**src/rtl/imm_decode_stage.sv**
```systemverilog
// Immediate-generation stage for the RISC-V core.
// Decodes the immediate format (from the opcode or from imm_src), then extracts
// and extends the immediate to XLEN bits. The result is registered behind a
// valid/ready handshake. A one-entry skid register lets the stage keep full
// throughput without a combinational path from out_ready to in_ready.
// Results that carry an illegal type are counted as they leave the stage.
module imm_decode_stage #(
    parameter int XLEN        = 32,
    parameter bit AUTO_DECODE = 1'b1,
    parameter int CNT_W       = 16
) (
    input  logic              clk,
    input  logic              rst_n,
    input  logic              flush,
    input  logic              in_valid,
    output logic              in_ready,
    input  logic [31:0]       instr,
    input  logic [3:0]        imm_src,
    output logic              out_valid,
    input  logic              out_ready,
    output logic [XLEN-1:0]   imm,
    output logic [3:0]        imm_type,
    output logic              illegal,
    output logic [CNT_W-1:0]  illegal_cnt
);

    localparam logic [3:0] T_I    = 4'd0;
    localparam logic [3:0] T_IU   = 4'd1;
    localparam logic [3:0] T_S    = 4'd2;
    localparam logic [3:0] T_B    = 4'd3;
    localparam logic [3:0] T_BU   = 4'd4;
    localparam logic [3:0] T_U    = 4'd5;
    localparam logic [3:0] T_J    = 4'd6;
    localparam logic [3:0] T_SH   = 4'd7;
    localparam logic [3:0] T_Z    = 4'd8;
    localparam logic [3:0] T_NONE = 4'd9;

    localparam logic [CNT_W-1:0] CNT_MAX = {CNT_W{1'b1}};

    logic [6:0]      opcode;
    logic [2:0]      funct3;
    logic [3:0]      dec_type;
    logic            dec_illegal;
    logic [XLEN-1:0] dec_imm;

    logic            out_valid_q, out_valid_d;
    logic [XLEN-1:0] imm_q, imm_d;
    logic [3:0]      imm_type_q, imm_type_d;
    logic            illegal_q, illegal_d;

    logic            skid_valid_q, skid_valid_d;
    logic [XLEN-1:0] skid_imm_q, skid_imm_d;
    logic [3:0]      skid_type_q, skid_type_d;
    logic            skid_illegal_q, skid_illegal_d;

    logic [CNT_W-1:0] illegal_cnt_q, illegal_cnt_d;

    logic fire_in;
    logic fire_out;

    assign opcode = instr[6:0];
    assign funct3 = instr[14:12];

    // Select the immediate type: derived from the opcode, or taken from imm_src.
    always_comb begin
        dec_type    = T_NONE;
        dec_illegal = 1'b0;
        if (AUTO_DECODE) begin
            case (opcode)
                7'b0010011: begin
                    if (funct3 == 3'b001 || funct3 == 3'b101) dec_type = T_SH;
                    else if (funct3 == 3'b011)                dec_type = T_IU;
                    else                                      dec_type = T_I;
                end
                7'b0000011,
                7'b1100111: dec_type = T_I;
                7'b0100011: dec_type = T_S;
                7'b1100011: begin
                    if (funct3 == 3'b110 || funct3 == 3'b111) dec_type = T_BU;
                    else                                      dec_type = T_B;
                end
                7'b0110111,
                7'b0010111: dec_type = T_U;
                7'b1101111: dec_type = T_J;
                7'b1110011: dec_type = funct3[2] ? T_Z : T_I;
                7'b0110011,
                7'b0001111: dec_type = T_NONE;
                default: begin
                    dec_type    = T_NONE;
                    dec_illegal = 1'b1;
                end
            endcase
        end else begin
            dec_type    = imm_src;
            dec_illegal = (imm_src >= 4'd10);
        end
    end

    // Extract and extend the immediate for the selected type; illegal types give zero.
    always_comb begin
        dec_imm = '0;
        if (!dec_illegal) begin
            case (dec_type)
                T_I:  dec_imm = {{(XLEN-12){instr[31]}}, instr[31:20]};
                T_IU: dec_imm = {{(XLEN-12){1'b0}}, instr[31:20]};
                T_S:  dec_imm = {{(XLEN-12){instr[31]}}, instr[31:25], instr[11:7]};
                T_B:  dec_imm = {{(XLEN-13){instr[31]}}, instr[31], instr[7],
                                 instr[30:25], instr[11:8], 1'b0};
                T_BU: dec_imm = {{(XLEN-13){1'b0}}, instr[31], instr[7],
                                 instr[30:25], instr[11:8], 1'b0};
                T_U:  dec_imm = {{(XLEN-32){instr[31]}}, instr[31:12], 12'b0};
                T_J:  dec_imm = {{(XLEN-21){instr[31]}}, instr[31], instr[19:12],
                                 instr[20], instr[30:21], 1'b0};
                T_SH: begin
                    // RV64 shift amounts carry a sixth bit in instr[25].
                    if (XLEN == 64) dec_imm = {{(XLEN-6){1'b0}}, instr[25:20]};
                    else            dec_imm = {{(XLEN-5){1'b0}}, instr[24:20]};
                end
                T_Z:  dec_imm = {{(XLEN-5){1'b0}}, instr[19:15]};
                default: dec_imm = '0;
            endcase
        end
    end

    // in_ready depends only on registered state and reset, so there is no
    // combinational path from out_ready back to the producer.
    assign in_ready = rst_n & ~skid_valid_q;
    assign fire_in  = in_valid & in_ready;
    assign fire_out = out_valid_q & out_ready;

    // Next state for the output and skid registers plus the illegal counter.
    always_comb begin
        out_valid_d    = out_valid_q;
        imm_d          = imm_q;
        imm_type_d     = imm_type_q;
        illegal_d      = illegal_q;
        skid_valid_d   = skid_valid_q;
        skid_imm_d     = skid_imm_q;
        skid_type_d    = skid_type_q;
        skid_illegal_d = skid_illegal_q;
        illegal_cnt_d  = illegal_cnt_q;

        // A result leaving in the same cycle as a flush has still been consumed.
        if (fire_out && illegal_q && illegal_cnt_q != CNT_MAX) begin
            illegal_cnt_d = illegal_cnt_q + 1'b1;
        end

        if (flush) begin
            out_valid_d  = 1'b0;
            skid_valid_d = 1'b0;
        end else if (skid_valid_q) begin
            // The skid register is only full while the output is also full,
            // and no input can fire, so the only move is a drain.
            if (out_ready) begin
                out_valid_d  = 1'b1;
                imm_d        = skid_imm_q;
                imm_type_d   = skid_type_q;
                illegal_d    = skid_illegal_q;
                skid_valid_d = 1'b0;
            end
        end else if (fire_in) begin
            if (!out_valid_q || out_ready) begin
                out_valid_d = 1'b1;
                imm_d       = dec_imm;
                imm_type_d  = dec_type;
                illegal_d   = dec_illegal;
            end else begin
                skid_valid_d   = 1'b1;
                skid_imm_d     = dec_imm;
                skid_type_d    = dec_type;
                skid_illegal_d = dec_illegal;
            end
        end else if (fire_out) begin
            out_valid_d = 1'b0;
        end
    end

    // State registers with synchronous active-low reset.
    always_ff @(posedge clk) begin
        if (!rst_n) begin
            out_valid_q    <= 1'b0;
            imm_q          <= '0;
            imm_type_q     <= 4'd0;
            illegal_q      <= 1'b0;
            skid_valid_q   <= 1'b0;
            skid_imm_q     <= '0;
            skid_type_q    <= 4'd0;
            skid_illegal_q <= 1'b0;
            illegal_cnt_q  <= '0;
        end else begin
            out_valid_q    <= out_valid_d;
            imm_q          <= imm_d;
            imm_type_q     <= imm_type_d;
            illegal_q      <= illegal_d;
            skid_valid_q   <= skid_valid_d;
            skid_imm_q     <= skid_imm_d;
            skid_type_q    <= skid_type_d;
            skid_illegal_q <= skid_illegal_d;
            illegal_cnt_q  <= illegal_cnt_d;
        end
    end

    assign out_valid   = out_valid_q;
    assign imm         = imm_q;
    assign imm_type    = imm_type_q;
    assign illegal     = illegal_q;
    assign illegal_cnt = illegal_cnt_q;

endmodule

```
**config.mk**
```make
export PLATFORM = sky130hd
export DESIGN_NAME = imm_decode_stage
export DESIGN_NICKNAME = d
export VERILOG_FILES = /design/src/rtl/imm_decode_stage.sv
export SDC_FILE = /design/constraint.sdc
export NUM_CORES = 1
export LEC_CHECK = 0
export ABC_CLOCK_PERIOD_IN_PS = 2650
export CAP_MARGIN = 10
export CORE_ASPECT_RATIO = 0.6
export CORE_MARGIN = 2
export CORE_UTILIZATION = 45
export DETAILED_ROUTE_END_ITERATION = 6
export DONT_BUFFER_PORTS = 1
export SLEW_MARGIN = 15
export SYNTH_ARGS = -nofsm -noshare
export SYNTH_HDL_FRONTEND = slang
export SYNTH_SLANG_ARGS = --single-unit
```
**constraint.sdc**
```tcl
create_clock -name clk -period 2.65 [get_ports clk]
set_clock_uncertainty 0.1 [all_clocks]
set_input_delay 0.53 -clock clk [delete_from_list [all_inputs] [get_ports clk]]
set_output_delay 0.53 -clock clk [all_outputs]
set_load 0.02 [all_outputs]
```
## Word level (Yosys, flattened, before mapping)

Index checks and enable logic that the tools add are counted.

| operators by class | value |
|---|---|
| $add $sub $neg | 1 |
| equality and inequality tests | 27 |
| multiplexer cells | 29 |
| bitwise logic cells | 7 |
| reduce and logical (&&, ||, !) cells | 17 |

Operator list:

| operator | count |
|---|---|
| $pmux 32 s9 | 1 |
| $mux 32 | 5 |
| $eq 7x7->1 const B | 4 |
| $pmux 4 s7 | 1 |
| $eq 7x6->1 const B | 3 |
| $mux 4 | 5 |
| $add 16x1->16 const B | 1 |
| $eq 4x3->1 const B | 4 |
| $ne 16x16->1 const B | 1 |
| $mux 1 | 15 |
| $eq 7x5->1 const B | 2 |
| $reduce_or 11->1 | 1 |
| $eq 3x3->1 const B | 3 |
| $eq 4x2->1 const B | 2 |
| $reduce_and 4->1 | 2 |
| $eq 7x2->1 const B | 1 |
| $eq 7x4->1 const B | 1 |
| $mux 3 | 2 |
| $reduce_or 2->1 | 3 |
| $eq 4x1->1 const B | 1 |
| $eq 4x4->1 const B | 1 |
| $logic_not 4->1 | 1 |
| $not 1->1 | 4 |
| $reduce_bool 2->1 | 2 |
| 10 further kinds | 15 |

| storage, ports and cells | value |
|---|---|
| register bits after elaboration | 92 |
| bits of input ports | 41 |
| word-level logic and storage cells | 90 |

## Logic depth before layout (Yosys ltp)

Gate-level depths: netlist of run 1.

| logic depth | value |
|---|---|
| depth after elaboration | 10 |
| mapped depth | 9 |

## Worst setup path before layout of run 1

Ideal clock, no wire load.

| path | value |
|---|---|
| path kind | in2reg |
| from | input instr[5] |
| to | register imm_q[20], in the netlist imm[20] |
| setup time | 70 ps |
| arrival time | 2358 ps |
| path slack | 121 ps |
| cell stages on the path | 9 |
| cell sequence | buf_2 -> a2111oi_2 -> a21oi_1 -> or4_1 -> buf_2 -> a211o_1 -> buf_6 -> a31o_1 -> a21oi_1 |

| between the ends | value |
|---|---|
| cells in the longest elaborated chain, start to end | 9 |

Ends and longest elaborated chain:

| what | line | RTL |
|---|---|---|
| from (decl) | 17 | `input logic [31:0] instr,` |
| $eq 7x6->1 (tied with other cells) | 69 | `case (opcode)` |
| $reduce_or 2->1 | n/a |  |
| $pmux 4 s7 | 69 |  |
| $eq 4x4->1 (tied with other cells) | 103 | `case (dec_type)` |
| $pmux 32 s9 | 103 |  |
| $mux 32 (*) | 102 | `if (!dec_illegal) begin` |
| $mux 32 (*) | 162 | `if (!out_valid_q \|\| out_ready) begin` |
| $mux 32 (*) | 161 | `end else if (fire_in) begin` |
| $mux 32 (*) | 151 | `end else if (skid_valid_q) begin` |
| to (signal assigned) | 192 | `imm_q <= imm_d;` |
| to (decl) | 47 | `logic [XLEN-1:0] imm_q, imm_d;` |

Every way passes the cells marked *; elsewhere a longest branch is shown, timed or not. The select of a mux whose other input is x is not followed.
A chain may end at the register's enable or synchronous reset.

## Worst setup path after layout of run 1

| path | value |
|---|---|
| from | register illegal_cnt_q[3], in the netlist illegal_cnt[3] |
| to | register illegal_cnt_q[13], in the netlist illegal_cnt[13] |

| between the ends | value |
|---|---|
| cells in the longest elaborated chain, start to end | 2 |

Ends and longest elaborated chain:

| what | line | RTL |
|---|---|---|
| from (decl) | 56 | `logic [CNT_W-1:0] illegal_cnt_q, illegal_cnt_d;` |
| from (signal assigned) | 199 | `illegal_cnt_q <= illegal_cnt_d;` |
| parallel branches: the longest is 2 deep, another holds $add 16x1->16 | n/a |  |

Several ways; the timed one is not identified.

==> impl.org, run 1 <==
** Clock tree
- Number of buffers inserted during clock tree synthesis :: 9
- Max H-tree Level :: 3
- TritonCTS clock tree :: yes
- Clk_lat worst skew :: around 340 ps
- Max clock buf depth :: 2
- Post-cts gate resize count :: 0
- The clock drives 92 sinks.
- Clock-pin slew was measured on the worst setup and hold paths at about 70 ps.
- Post-CTS Repair Setup Buffers :: 0
- In this run, post-CTS hold repair placed 0 buffers.
- The tree is rooted in a sky130_fd_sc_hd__clkbuf_16.

** Die
- Core area :: just under 0.01 mm^2
- Number of standard-cell rows in the floorplan :: 28
- Measured along the y axis, the die boundary spans between 80 and 90 um.
- Top-level port count :: 96
- The initial utilization of the core area, before any placement, comes to 0.459.
- In this run the horizontal extent of the chip is approximately 130 um.
- Die ar. :: 0.0108 mm^2

** Detailed routing
- Vias per cell :: 6.20
- Final WL :: ~13000 um
- The first detailed-routing pass ran for 7 iterations.
- Number of remaining DRC errors :: 0
- The detailed router placed around 4200 vias in this run.
- Remaining antenna violation count after routing :: 0
- After detailed routing, the average wire length per cell comes to between 15 and 20 um.
- Initial DRC Count :: approximately 480

** Synthesis
- Counting flops and latches in the post-synthesis netlist gives a little over 90.
- Count of flip-flops with a built-in enable after synthesis :: 0
- Number of warnings reported in the yosys synthesis log :: 0
- Complex-gate fraction of the synthesized area :: 0.303
- Of the total synthesized cell area, the portion taken by XOR and XNOR cells is 0.0293.
- The most used flip-flop cell after synthesis is sky130_fd_sc_hd__dfxtp_1.
- In this run the cell area of the synthesized design comes to around 0.0045 mm^2.
- Count of cell types in the netlist :: 64
- By area, the combinational part of the netlist is dominated by compound AO/OA/AOI/OAI gates.
- Number of nets produced by synthesis :: between 500 and 600
- Ys async rst share :: 0
- Mapped Avg Cell Area :: roughly 8.2 um^2
- The portion of synthesized area spent on multiplexers is 0.00669.
- Of the total synthesized cell area, the portion taken by full adders, half adders and majority gates is 0.00279.
- Of the total synthesized cell area, the portion taken by AND, OR, NAND and NOR gates is 0.198.
- Synthesized instance count :: 550
- The share of the Yosys chip area taken by registers is 0.410.

** Placement
- Before CTS, the worst setup slack after placement is roughly 130 ps.
- The congestion estimate from routability-driven global placement came to ~0.86.
- Instance area at placement :: about 0.0047 mm^2
- In this run the tool buffered the top-level ports with 0 buffer cells.
- Counting tap cells, the placed design contains a total of roughly 670 instances.
- The HPWL after detailed placement is ~9600 um.

** Worst hold path
- The worst hold path terminates at skid_valid_q$_SDFF_PP0_.
- The worst hold path begins at out_ready.
- Number of instances on the worst hold path :: 1
- Worst hold path class :: in -> reg

** Pwr
- Of the total power, registers draw 0.486.
- Leakage power :: approximately 0.0017 uW
- Power, Total :: 2920 uW
- Cell Int Power :: around 2200 uW
- Proportion of total power due to net switching :: 0.232
- Part of the total power dissipated in the clock network :: 0.465
- Total power divided by cell area :: slightly below 600 mW/mm^2
- IR analysis of the VDD net gives a maximum drop of approximately 0.00034 V.
- Net switching power :: between 600 and 700 uW
- Portion of total power attributed to combinational logic :: 0.049

** Setup path
- The worst register-to-register path begins at illegal_cnt[3]$_SDFFE_PN0P_.
- Setup slack on the worst reg-to-reg path comes out at about 420 ps.
- Required time at the worst-slack endpoint :: between 2000 and 3000 ps
- Critical setup path kind :: reg -> reg
- Endpoint of the lowest-slack register-to-register path :: illegal_cnt[13]$_SDFFE_PN0P_
- Maximum fanout encountered on the critical timing path :: 6
- STA classifies the critical path startpoint as a register.
- Number of cells traversed by the worst register-to-register path :: 7
- Endpoint type of the worst setup path :: register
- At the worst endpoint, the arrival time is around 2300 ps.

** GRT
- GRT Overall Usage :: 0.248
- The initial antenna violation count is 0.
- Via count of the first global-routing pass :: between 3000 and 4000
- Entering global routing, the biggest net connects 56 pins.
- The total overflow left after global routing is 0.
- The first global-routing pass estimated 20700 um of wire.

** Finish
- Combined area of the multi-input logic cells :: roughly 0.0024 mm^2
- Area added between synthesis and finish :: 11.8%
- Sequential cell area :: about 0.0018 mm^2
- Number of inserted diodes :: 0
- The final layout contains between 500 and 600 nets.
- In the layout the commonest cells are sky130_fd_sc_hd__dfxtp_1, sky130_fd_sc_hd__a21oi_1, sky130_fd_sc_hd__nor2_1.
- Final cell count without fillers :: 682
- Fillers :: ~940
- Finished layout cell area :: approximately 0.0050 mm^2
- In the final layout, the share of cells above drive strength 1 is 0.112.
- The library cell used most frequently in the layout, excluding fill and tap cells, is sky130_fd_sc_hd__dfxtp_1.

** STA
- Setup violations remaining at the end of the flow were counted as 0.
- In the finished design, the share of the clock period the worst path needs comes to 0.840.
- Worst slew margin relative to its limit :: 0.590
- The worst path meets setup with 423 ps of slack.
- For the pin with the worst max-slew slack, the measured transition is ~610 ps.
- The max-slew violation total from the final report came to 0.
- Maximum achievable frequency :: about 450 MHz
- Post-route setup TNS :: 0 ps
- Setup repair after global routing left no endpoint under its margin.
- Final worst path period need :: approximately 2200 ps
- Final hold viol count :: 0

** Flow run
- Maximum capacitance violations :: 0

** Outcome
- Result of the run :: completed
## stage by stage
stage	util	hold WS [ps]
final	0.513	161
after global routing	0.513	149
after CTS	0.513	150
after detailed placement	0.481	387
after global placement	0.481	378
after floorplan	-	370
## power groups by stage
| stage | clock [uW] | sequential [uW] | combinational (uW) |
|---|---|---|---|
| 6_report | 1360 | 1420 | 144 |
| 5_1_grt | 1440 | 1420 | 159 |
| 4_1_cts | 1380 | 1420 | 142 |
| 3_5_place_dp | 0 | 1450 | 141 |
| 3_3_place_gp | 0 | 1450 | 139 |
| 2_1_floorplan | 0 | 1450 | 121 |
## metal layers
layer	share of wire	track usage	vias up
li1	-	-	2031
met1	0.49	0.383	1969
met2	0.38	0.321	213
met3	0.12	0.0911	12
met4	0.0071	0.0430	0
met5	0	0	-
## cell usage after synthesis (5+ instances only)
| cell type | instances | share of area |
|---|---|---|
| sky130_fd_sc_hd__nand2_1 | 33 | 0.028 |
| sky130_fd_sc_hd__a211oi_1 | 5 | 0.0084 |
| sky130_fd_sc_hd__a31oi_1 | 14 | 0.020 |
| sky130_fd_sc_hd__a21oi_1 | 67 | 0.075 |
| sky130_fd_sc_hd__dfxtp_1 | 92 | 0.41 |
| sky130_fd_sc_hd__nor2_1 | 49 | 0.041 |
| sky130_fd_sc_hd__buf_2 | 6 | 0.0067 |
| sky130_fd_sc_hd__nor2b_1 | 5 | 0.0070 |
| sky130_fd_sc_hd__or3_1 | 5 | 0.0070 |
| sky130_fd_sc_hd__clkbuf_1 | 38 | 0.032 |
| sky130_fd_sc_hd__xnor2_1 | 8 | 0.016 |
| sky130_fd_sc_hd__and2_1 | 6 | 0.0084 |
| sky130_fd_sc_hd__and4_1 | 6 | 0.012 |
| sky130_fd_sc_hd__a221oi_1 | 8 | 0.016 |
| sky130_fd_sc_hd__nor3_1 | 7 | 0.0078 |
| sky130_fd_sc_hd__o21ai_0 | 48 | 0.053 |
| sky130_fd_sc_hd__nand2b_1 | 5 | 0.0070 |
| sky130_fd_sc_hd__nand4_1 | 8 | 0.011 |
| sky130_fd_sc_hd__inv_1 | 7 | 0.0059 |
| sky130_fd_sc_hd__o211ai_1 | 6 | 0.010 |
| sky130_fd_sc_hd__and3_1 | 14 | 0.020 |
| sky130_fd_sc_hd__o22ai_1 | 11 | 0.015 |
| sky130_fd_sc_hd__nand3_1 | 19 | 0.021 |
| sky130_fd_sc_hd__a22oi_1 | 9 | 0.015 |
| sky130_fd_sc_hd__xor2_1 | 7 | 0.014 |
| sky130_fd_sc_hd__a31o_2 | 5 | 0.0098 |
| sky130_fd_sc_hd__a31o_1 | 7 | 0.014 |
## flip-flops by register name (all words and copies together) (netlist names)
name / cells
skid_illegal_q: 1
skid_imm_q: 32
illegal: 1
out_valid: 1
imm_type: 4
imm: 32
skid_type_q: 4
illegal_cnt: 16
skid_valid_q: 1
## area by class of cell
class,count,share of cell area
multi-input cells,403,0.484
flip-flops and latches,92,0.367
clock buffers,11,0.0504
repair buffers,27,0.0454
well taps,135,0.0337
clock inverters,5,0.0132
inverters,9,0.00673
## kinds of logic after synthesis
kind of cell / after synthesis
simple gates: 171
flops: 92
mux: 3
xor+xnor: 15
buf+inv: 55
compound gates: 213
fa+ha+maj: 1
## worst max-delay path: stages, from the launching register on
cell	delay [ps]
sky130_fd_sc_hd__dfxtp_1	500
sky130_fd_sc_hd__nand3_1	220
sky130_fd_sc_hd__nor4_1	540
sky130_fd_sc_hd__a2111oi_0	210
sky130_fd_sc_hd__buf_4	200
sky130_fd_sc_hd__nand3_1	100
sky130_fd_sc_hd__xor2_1	160
sky130_fd_sc_hd__nor2_1	50
## worst max path at each step
stage / startpoint / end / slack [ps] / depth (start not counted)
after global routing: illegal_cnt[3]$_SDFFE_PN0P_ / illegal_cnt[13]$_SDFFE_PN0P_ / 320 / 7
final: illegal_cnt[3]$_SDFFE_PN0P_ / illegal_cnt[13]$_SDFFE_PN0P_ / 420 / 7
after global placement: instr[5] / imm[28]$_SDFFE_PN0P_ / 140 / 7
after floorplan: instr[5] / imm[20]$_SDFFE_PN0P_ / 120 / 9
after CTS: instr[5] / imm[27]$_SDFFE_PN0P_ / 480 / 7
after detailed placement: instr[5] / imm[27]$_SDFFE_PN0P_ / 130 / 7
No activity file was read; power rests on OpenSTA's default activity.
==> inputs of run 2 (changes only) <==
ABC_AREA = 1   (was unset)
ABC_CLOCK_PERIOD_IN_PS = 2000   (was 2650)
clock period = 2 ns   (was 2.65 ns; I/O delays follow)
==> impl.org, run 2 <==
** Outcome
- Result of the run :: completed

** Detailed routing
- The first routing iteration left between 400 and 500 violations.
- Avg WL per Cell :: approximately 16 um
- Before antenna repair, the detailed router went through 5 iterations.
- Routed wire length on met2 :: about 5200 um
- For this block, the via count after detailed routing is 4621.
- Vias per cell :: approximately 5.4
- In the final routing, the length of wire on met1 measures about 7000 um.
- In the routed design, unresolved DRC markers number 0.
- In this run the top signal layer used is met4.
- Final WL :: about 14000 um
- WL met3 :: 1400 um
- Remaining antenna violation count after routing :: 0

** Synthesis
- The compound-cell area share of the yosys netlist came to 0.203.
- Synthesis produced a netlist with a net count of ~720.
- Flip-flop and latch count after synthesis :: between 90 and 100
- Count of flip-flops with a built-in enable after synthesis :: 0
- By count the netlist is led by sky130_fd_sc_hd__nand2_1, sky130_fd_sc_hd__a21oi_1, sky130_fd_sc_hd__dfxtp_1.
- Of the total synthesized cell area, the portion taken by XOR and XNOR cells is 0.00369.
- Most common flop cell mapped by yosys :: sky130_fd_sc_hd__dfxtp_1
- Sorting the synthesized cells by area gives the leading types as sky130_fd_sc_hd__dfxtp_1, sky130_fd_sc_hd__nand2_1, sky130_fd_sc_hd__a21oi_1, sky130_fd_sc_hd__inv_1, sky130_fd_sc_hd__nand3_1.
- Portion of netlist area occupied by mux cells :: 0
- Of the post-synthesis cell area, the dominant cell type holds 0.388.
- Mapped Avg Cell Area :: between 7 and 8 um^2
- By area, the combinational part of the netlist is dominated by simple AND/OR/NAND/NOR gates.
- Sequential share of the synthesized area :: 0.388
- Adder-cell share of the synthesized area :: 0.00264
- Of all cell types, the one taking the most synthesized area is sky130_fd_sc_hd__dfxtp_1.
- Ys async rst share :: 0
- The synthesized netlist occupies a cell area of roughly 0.0047 mm^2.
- Of the total synthesized cell area, the portion taken by AND, OR, NAND and NOR gates is 0.291.
- The Yosys step of the flow raised 0 warnings.
- Synthesized instance count :: 677
- The most common cell in the synthesized netlist is sky130_fd_sc_hd__nand2_1.
- Count of cell types in the netlist :: 44

** Clock tree
- Hold Buf Count CTS :: 0
- Clock-pin slew was measured on the worst setup and hold paths at about 70 ps.
- The H-tree was split into 3 levels.
- TritonCTS Sinks :: a little over 90
- Number of buffers inserted during clock tree synthesis :: 9
- The clock passes through at most 2 buffers.
- TritonCTS clock tree :: yes
- Clock root buffer master :: sky130_fd_sc_hd__clkbuf_16
- The later pin in the worst-skew pair is clocked with a latency of 350 ps.

** STA
- Fin crit share :: 0.946
- For the pin with the worst max-slew slack, the measured transition is 726 ps.
- Worst slew margin relative to its limit :: 0.516
- The max-slew violation total from the final report is 0.
- Number of setup violations in the final report :: 0
- Final hold viol count :: 0
- RSZ-0062 raised after global routing :: no
- Summed over all failing endpoints, the final setup total negative slack is 0 ps.
- Maximum achievable frequency :: 528 MHz
- Final worst path period need :: ~1900 ps

** GRT
- The first global-routing pass estimated between 20000 and 25000 um of wire.
- For this run, the total global-route usage over all layers was measured as 0.250.
- Entering global routing, the biggest net connects approximately 60 pins.
- Antenna violations before repair :: 0
- Via count of the first global-routing pass :: ~4300
- Global routing finished with a remaining overflow of 0.

** Finish
- Leaving out fill and tap cells, the most frequent cell in the layout is sky130_fd_sc_hd__nand2_1.
- The number of antenna diodes in the final layout is 0.
- Number of nets at the end of the flow :: 760
- Area added between synthesis and finish :: 18.0%
- Share of post-route cells with drive strength above 1 :: 0.193
- Finished layout cell area :: around 0.0056 mm^2
- Top library cells by usage in the layout, fill and taps aside :: sky130_fd_sc_hd__nand2_1, sky130_fd_sc_hd__a21oi_1, sky130_fd_sc_hd__dfxtp_1
- Fillers :: roughly 950
- At the end of the flow the core is filled with cells to 0.557.

** Setup path
- Critical setup path kind :: reg -> reg
- STA classifies the critical path startpoint as a register.
- CP Data Arrival Time :: 1990 ps
- In this run the worst path has a maximum fanout of 3.
- Number of cells traversed by the worst register-to-register path :: 7
- Required time at the worst-slack endpoint :: approximately 2100 ps
- The worst setup path is captured at a register.

** Placement
- Gpl congestion :: roughly 0.92
- Total half-perimeter wirelength after legalization and detailed placement :: between 10000 and 15000 um
- Instance area at placement :: 0.00530 mm^2
- Buffers placed on the I/O ports in this run total 0.

** Worst hold path
- Worst hold path class :: in -> reg
- Number of instances on the worst hold path :: 1

** Die
- Die ar. :: 0.0114 mm^2
- For this configuration, the core starts out at a cell density of 0.472.
- Core area :: about 0.010 mm^2
- Number of standard-cell rows in the floorplan :: 28
- Measured along the x axis, the die boundary spans ~140 um.
- 96 I/O pins were placed.
- In this run the vertical extent of the chip is around 84 um.

** Pwr
- Worst VDD drop :: 0.000431 V
- For this design the ratio of total power to cell area is ~640 mW/mm^2.
- Summed over all cells, the static leakage comes to approximately 0.0025 uW.

** Flow run
- Maximum capacitance violations :: 0
## run 2: what timing repair did
action / 4_1_cts / 5_1_grt
buffers inserted: 0 / 1
resized for setup: 0 / 12
endpoints found under the setup margin: 0 / 12
## run 2: final timing paths
check	startpoint	end	slack [ps]
setup reg to reg	illegal_cnt[7]$_SDFFE_PN0P_	illegal_cnt[15]$_SDFFE_PN0P_	110
hold / removal	out_ready	skid_valid_q$_SDFF_PP0_	20
hold reg to reg	skid_illegal_q$_SDFFE_PN0P_	skid_illegal_q$_SDFFE_PN0P_	380
setup / recovery	illegal_cnt[7]$_SDFFE_PN0P_	illegal_cnt[15]$_SDFFE_PN0P_	110
## run 2: power breakdown
group / switching, uW / total [uW] / internal (uW)
clock: 722 / 1550 / 824
combinational: 135 / 206 / 70.6
sequential: 15.2 / 1860 / 1840
## run 2: cells by family (layout without fill, tap and decap cells)
| kind of cell | after synthesis | in the layout |
|---|---|---|
| flip-flops | 92 | 92 |
| XOR/XNOR | 2 | 2 |
| buffers and inverters | 132 | 175 |
| adder cells (fa/ha/maj) | 1 | 1 |
| AO/OA/AOI/OAI | 170 | 170 |
| AND/OR/NAND/NOR | 280 | 280 |
## run 2: layout make-up
cell class                      count  area (um^2)  share of cell area
Multi-Input combinational cell    453         2430               0.434
Sequential cell                    92         1840               0.329
Timing Repair Buffer               66          546              0.0974
Inverter                           96          363              0.0648
Clock buffer                        9          225              0.0402
Tap cell                          135          169              0.0302
Clock inverter                      4         28.8             0.00514
## run 2: stage by stage
| stage | worst slack (ps) | cells | hold slack [ps] | total power (uW) |
|---|---|---|---|---|
| 2_1_floorplan | 6.56 | 677 | 346 | 2040 |
| 3_3_place_gp | -83.4 | 841 | 356 | 2100 |
| 3_5_place_dp | -144 | 841 | 369 | 2100 |
| 4_1_cts | 2.22 | 854 | 5.25 | 3640 |
| 5_1_grt | 2.61 | 855 | 9.62 | 3720 |
| 6_report | 107 | 855 | 20.1 | 3610 |
## run 2: layer usage
metal  up-vias  global-route usage
met1      2109               0.388
met3        11              0.0759
met4         0              0.0606
met2       195               0.328
met5         -                   0
li1       2306                   -
## run 2: worst max-delay path: stages, from the launching register on
cell                      delay [ps]
sky130_fd_sc_hd__dfxtp_1         380
sky130_fd_sc_hd__buf_4           170
sky130_fd_sc_hd__nand2_1         150
sky130_fd_sc_hd__nor4_1          450
sky130_fd_sc_hd__nand4_1         200
sky130_fd_sc_hd__xor2_1          190
sky130_fd_sc_hd__nand2_1          60
sky130_fd_sc_hd__a21oi_1          50
==> inputs of run 3 (changes only) <==
CORE_ASPECT_RATIO = 0.8   (was 0.6)
==> impl.org, run 3 (synthesized netlist as in run 2, its figures left out) <==
** Outcome
- Result of the run :: completed

** Pwr
- In this run the static leakage power is about 0.0025 uW.
- The share of total power dissipated in the clock network is 0.453.
- For this design the ratio of total power to cell area is 669 mW/mm^2.
- Of the total power, the share spent switching nets is 0.236.
- VDD sags by at most 0.000516 V.
- Cell Int Power :: 2890 uW
- Summed over all nets, the switching power comes to between 800 and 900 uW.
- Flop pwr share :: 0.492
- Of the total power, combinational logic draws 0.055.

** Setup path
- At the worst endpoint, the required time is between 2000 and 2500 ps.
- CP startpoint :: illegal_cnt[0]$_SDFFE_PN0P_
- The worst setup path is captured at a register.
- Number of cells traversed by the worst register-to-register path :: 11
- Launch point of the worst reg-to-reg path :: illegal_cnt[0]$_SDFFE_PN0P_
- FF-to-FF setup slack :: approximately 190 ps
- Capturing instance or port of the critical path :: illegal_cnt[13]$_SDFFE_PN0P_
- CP Data Arrival Time :: approximately 2000 ps
- Critical setup path kind :: reg -> reg
- Maximum fanout encountered on the critical timing path :: 5
- Endpoint of the lowest-slack register-to-register path :: illegal_cnt[13]$_SDFFE_PN0P_
- STA classifies the critical path startpoint as a register.

** Die
- The floorplan has 33 rows.
- During I/O placement, the number of pins put on the boundary was 96.
- Die ar. :: between 0.01 and 0.015 mm^2
- Measured along the x axis, the die boundary spans around 120 um.
- Die height :: between 90 and 100 um
- Effective utilization at floorplan :: 0.462
- The core region is between 0.01 and 0.015 mm^2.

** Detailed routing
- Final WL :: 12900 um
- In this run, the number of DRC markers left after iteration 0 of detailed routing was about 240.
- Number of remaining DRC errors :: 0
- Avg WL per Cell :: between 10 and 15 um
- Vias per cell :: approximately 5.3
- Routed vias :: about 4600
- Remaining antenna violation count after routing :: 0
- The first detailed-routing pass took 5 iterations.

** Clock tree
- CTS clock-pin slew for the worst setup and hold paths :: 70 ps
- Max H-tree Level :: 3
- In this run, CTS created clock tree buffers numbering 9.
- TritonCTS Sinks :: 92
- TritonCTS built the clock tree.
- Clk_lat worst skew :: ~350 ps
- Max clock buf depth :: 2
- Clock root buffer master :: sky130_fd_sc_hd__clkbuf_16

** STA
- The number of hold violations in the final report came to 0.
- The max-slew violation total from the final report is 0.
- Slew at the pin closest to its max-slew limit :: 711 ps
- Final worst path period need :: about 1800 ps
- RSZ-0062 raised after global routing :: no
- Setup violations remaining at the end of the flow were counted as 0.
- Setup total negative slack on the finished layout was measured at 0 ps.
- Maximum achievable frequency :: ~550 MHz
- Final worst-path setup slack :: between 150 and 200 ps
- The worst pin sits at a relative slew slack of 0.526.
- Fin crit share :: 0.906

** Finish
- Top library cells by usage in the layout, fill and taps aside :: sky130_fd_sc_hd__nand2_1, sky130_fd_sc_hd__a21oi_1, sky130_fd_sc_hd__dfxtp_1
- Share of post-route cells with drive strength above 1 :: 0.189
- Final cell count without fillers :: a little under 900
- Number of inserted diodes :: 0
- From synthesis to final layout, the design area changed by 18.9%.
- Leaving out fill and tap cells, the most frequent cell in the layout is sky130_fd_sc_hd__nand2_1.
- Final Core Density :: 0.549
- Number of nets at the end of the flow :: ~760

** GRT
- Global-route wire length before repair :: 21400 um
- Antenna violations before repair :: 0
- Aggregate global routing overflow :: 0
- The number of global-route vias before repair was 4275.
- Entering global routing, the biggest net connects 61 pins.
- For this run, the total global-route usage over all layers was measured as 0.235.

** Flow run
- Maximum capacitance violations :: 0

** Placement
- Count of placed standard cells including taps :: 849
- Gpl congestion :: around 0.94
- The HPWL after detailed placement is roughly 9100 um.
- Input and output buffers added on the ports amount to 0.
- Before CTS, the worst setup slack after placement is -172 ps.

** Worst hold path
- The path class of the tightest hold or removal check is in -> reg.
==> run 3: cell count changes in the layout (fill, tap and decap cells not counted), moves of 2 or more <==
cell                       previous run  this run
sky130_fd_sc_hd__buf_4               62        64
sky130_fd_sc_hd__clkinv_2             1         3
sky130_fd_sc_hd__nor3_1               8        10
sky130_fd_sc_hd__nor3_2               2         0
==> run 3: worst min path at each step <==
stage                           startpoint                          end  slack, ps  cells past startpoint
6_report                             flush      skid_valid_q$_SDFF_PP0_         20                      1
5_1_grt                              flush      skid_valid_q$_SDFF_PP0_          5                      1
4_1_cts                              flush      skid_valid_q$_SDFF_PP0_         20                      1
3_5_place_dp   skid_illegal_q$_SDFFE_PN0P_  skid_illegal_q$_SDFFE_PN0P_        360                      2
3_3_place_gp   skid_illegal_q$_SDFFE_PN0P_  skid_illegal_q$_SDFFE_PN0P_        350                      2
2_1_floorplan  skid_illegal_q$_SDFFE_PN0P_  skid_illegal_q$_SDFFE_PN0P_        350                      2
==> run 3: area by class of cell <==
cell class | instances | area (um^2)
clock buffer | 10 | 229
clock inverter | 6 | 63.8
fill | 998 | 4630
inverter | 96 | 363
multi-input combinational | 453 | 2390
sequential | 92 | 1840
tap | 140 | 175
timing repair buffer | 69 | 581
==> run 3: timing repair <==
action	4_1_cts	5_1_grt
setup buffers	0	1
setup endpoints to repair	0	6
hold buffers	0	0
hold endpoints to repair	0	0
gates resized for setup	0	5
==> run 3: per-layer routing <==
| metal | vias to the layer above | share of wire | track usage |
|---|---|---|---|
| met2 | 141 | 0.45 | 0.377 |
| met5 | - | 0 | 0 |
| met3 | 12 | 0.088 | 0.0835 |
| li1 | 2322 | - | - |
| met1 | 2075 | 0.46 | 0.303 |
| met4 | 0 | 0.0095 | 0.0625 |
==> run 3: metrics by stage <==
| step | hold slack [ps] | total power, uW | cell area (um^2) |
|---|---|---|---|
| 2_1_floorplan | 346 | 2040 | 4750 |
| 3_3_place_gp | 354 | 2100 | 5340 |
| 3_5_place_dp | 356 | 2110 | 5340 |
| 4_1_cts | 19.3 | 3820 | 5630 |
| 5_1_grt | 5.47 | 3920 | 5650 |
| 6_report | 22.6 | 3780 | 5650 |
==> run 3: critical path, cell delays in order, from the launching register on <==
cell and delay [ps]:
sky130_fd_sc_hd__dfxtp_1 320, sky130_fd_sc_hd__ha_2 200, sky130_fd_sc_hd__nand3_2 90, sky130_fd_sc_hd__nor2_1 50, sky130_fd_sc_hd__nand3_1 60, sky130_fd_sc_hd__nand2_1 70, sky130_fd_sc_hd__inv_2 90, sky130_fd_sc_hd__nand4_1 180
sky130_fd_sc_hd__nor2_2 210, sky130_fd_sc_hd__nand2_1 100, sky130_fd_sc_hd__o21bai_1 130, sky130_fd_sc_hd__and3_1 150
==> run 3: power groups by stage <==
stage / Clock, uW / Sequential [uW] / Combinational, uW
final: 1710 / 1860 / 208
after global routing: 1830 / 1860 / 231
after floorplan: 0 / 1900 / 142
after global placement: 0 / 1900 / 202
after detailed placement: 0 / 1900 / 206
after CTS: 1750 / 1860 / 207
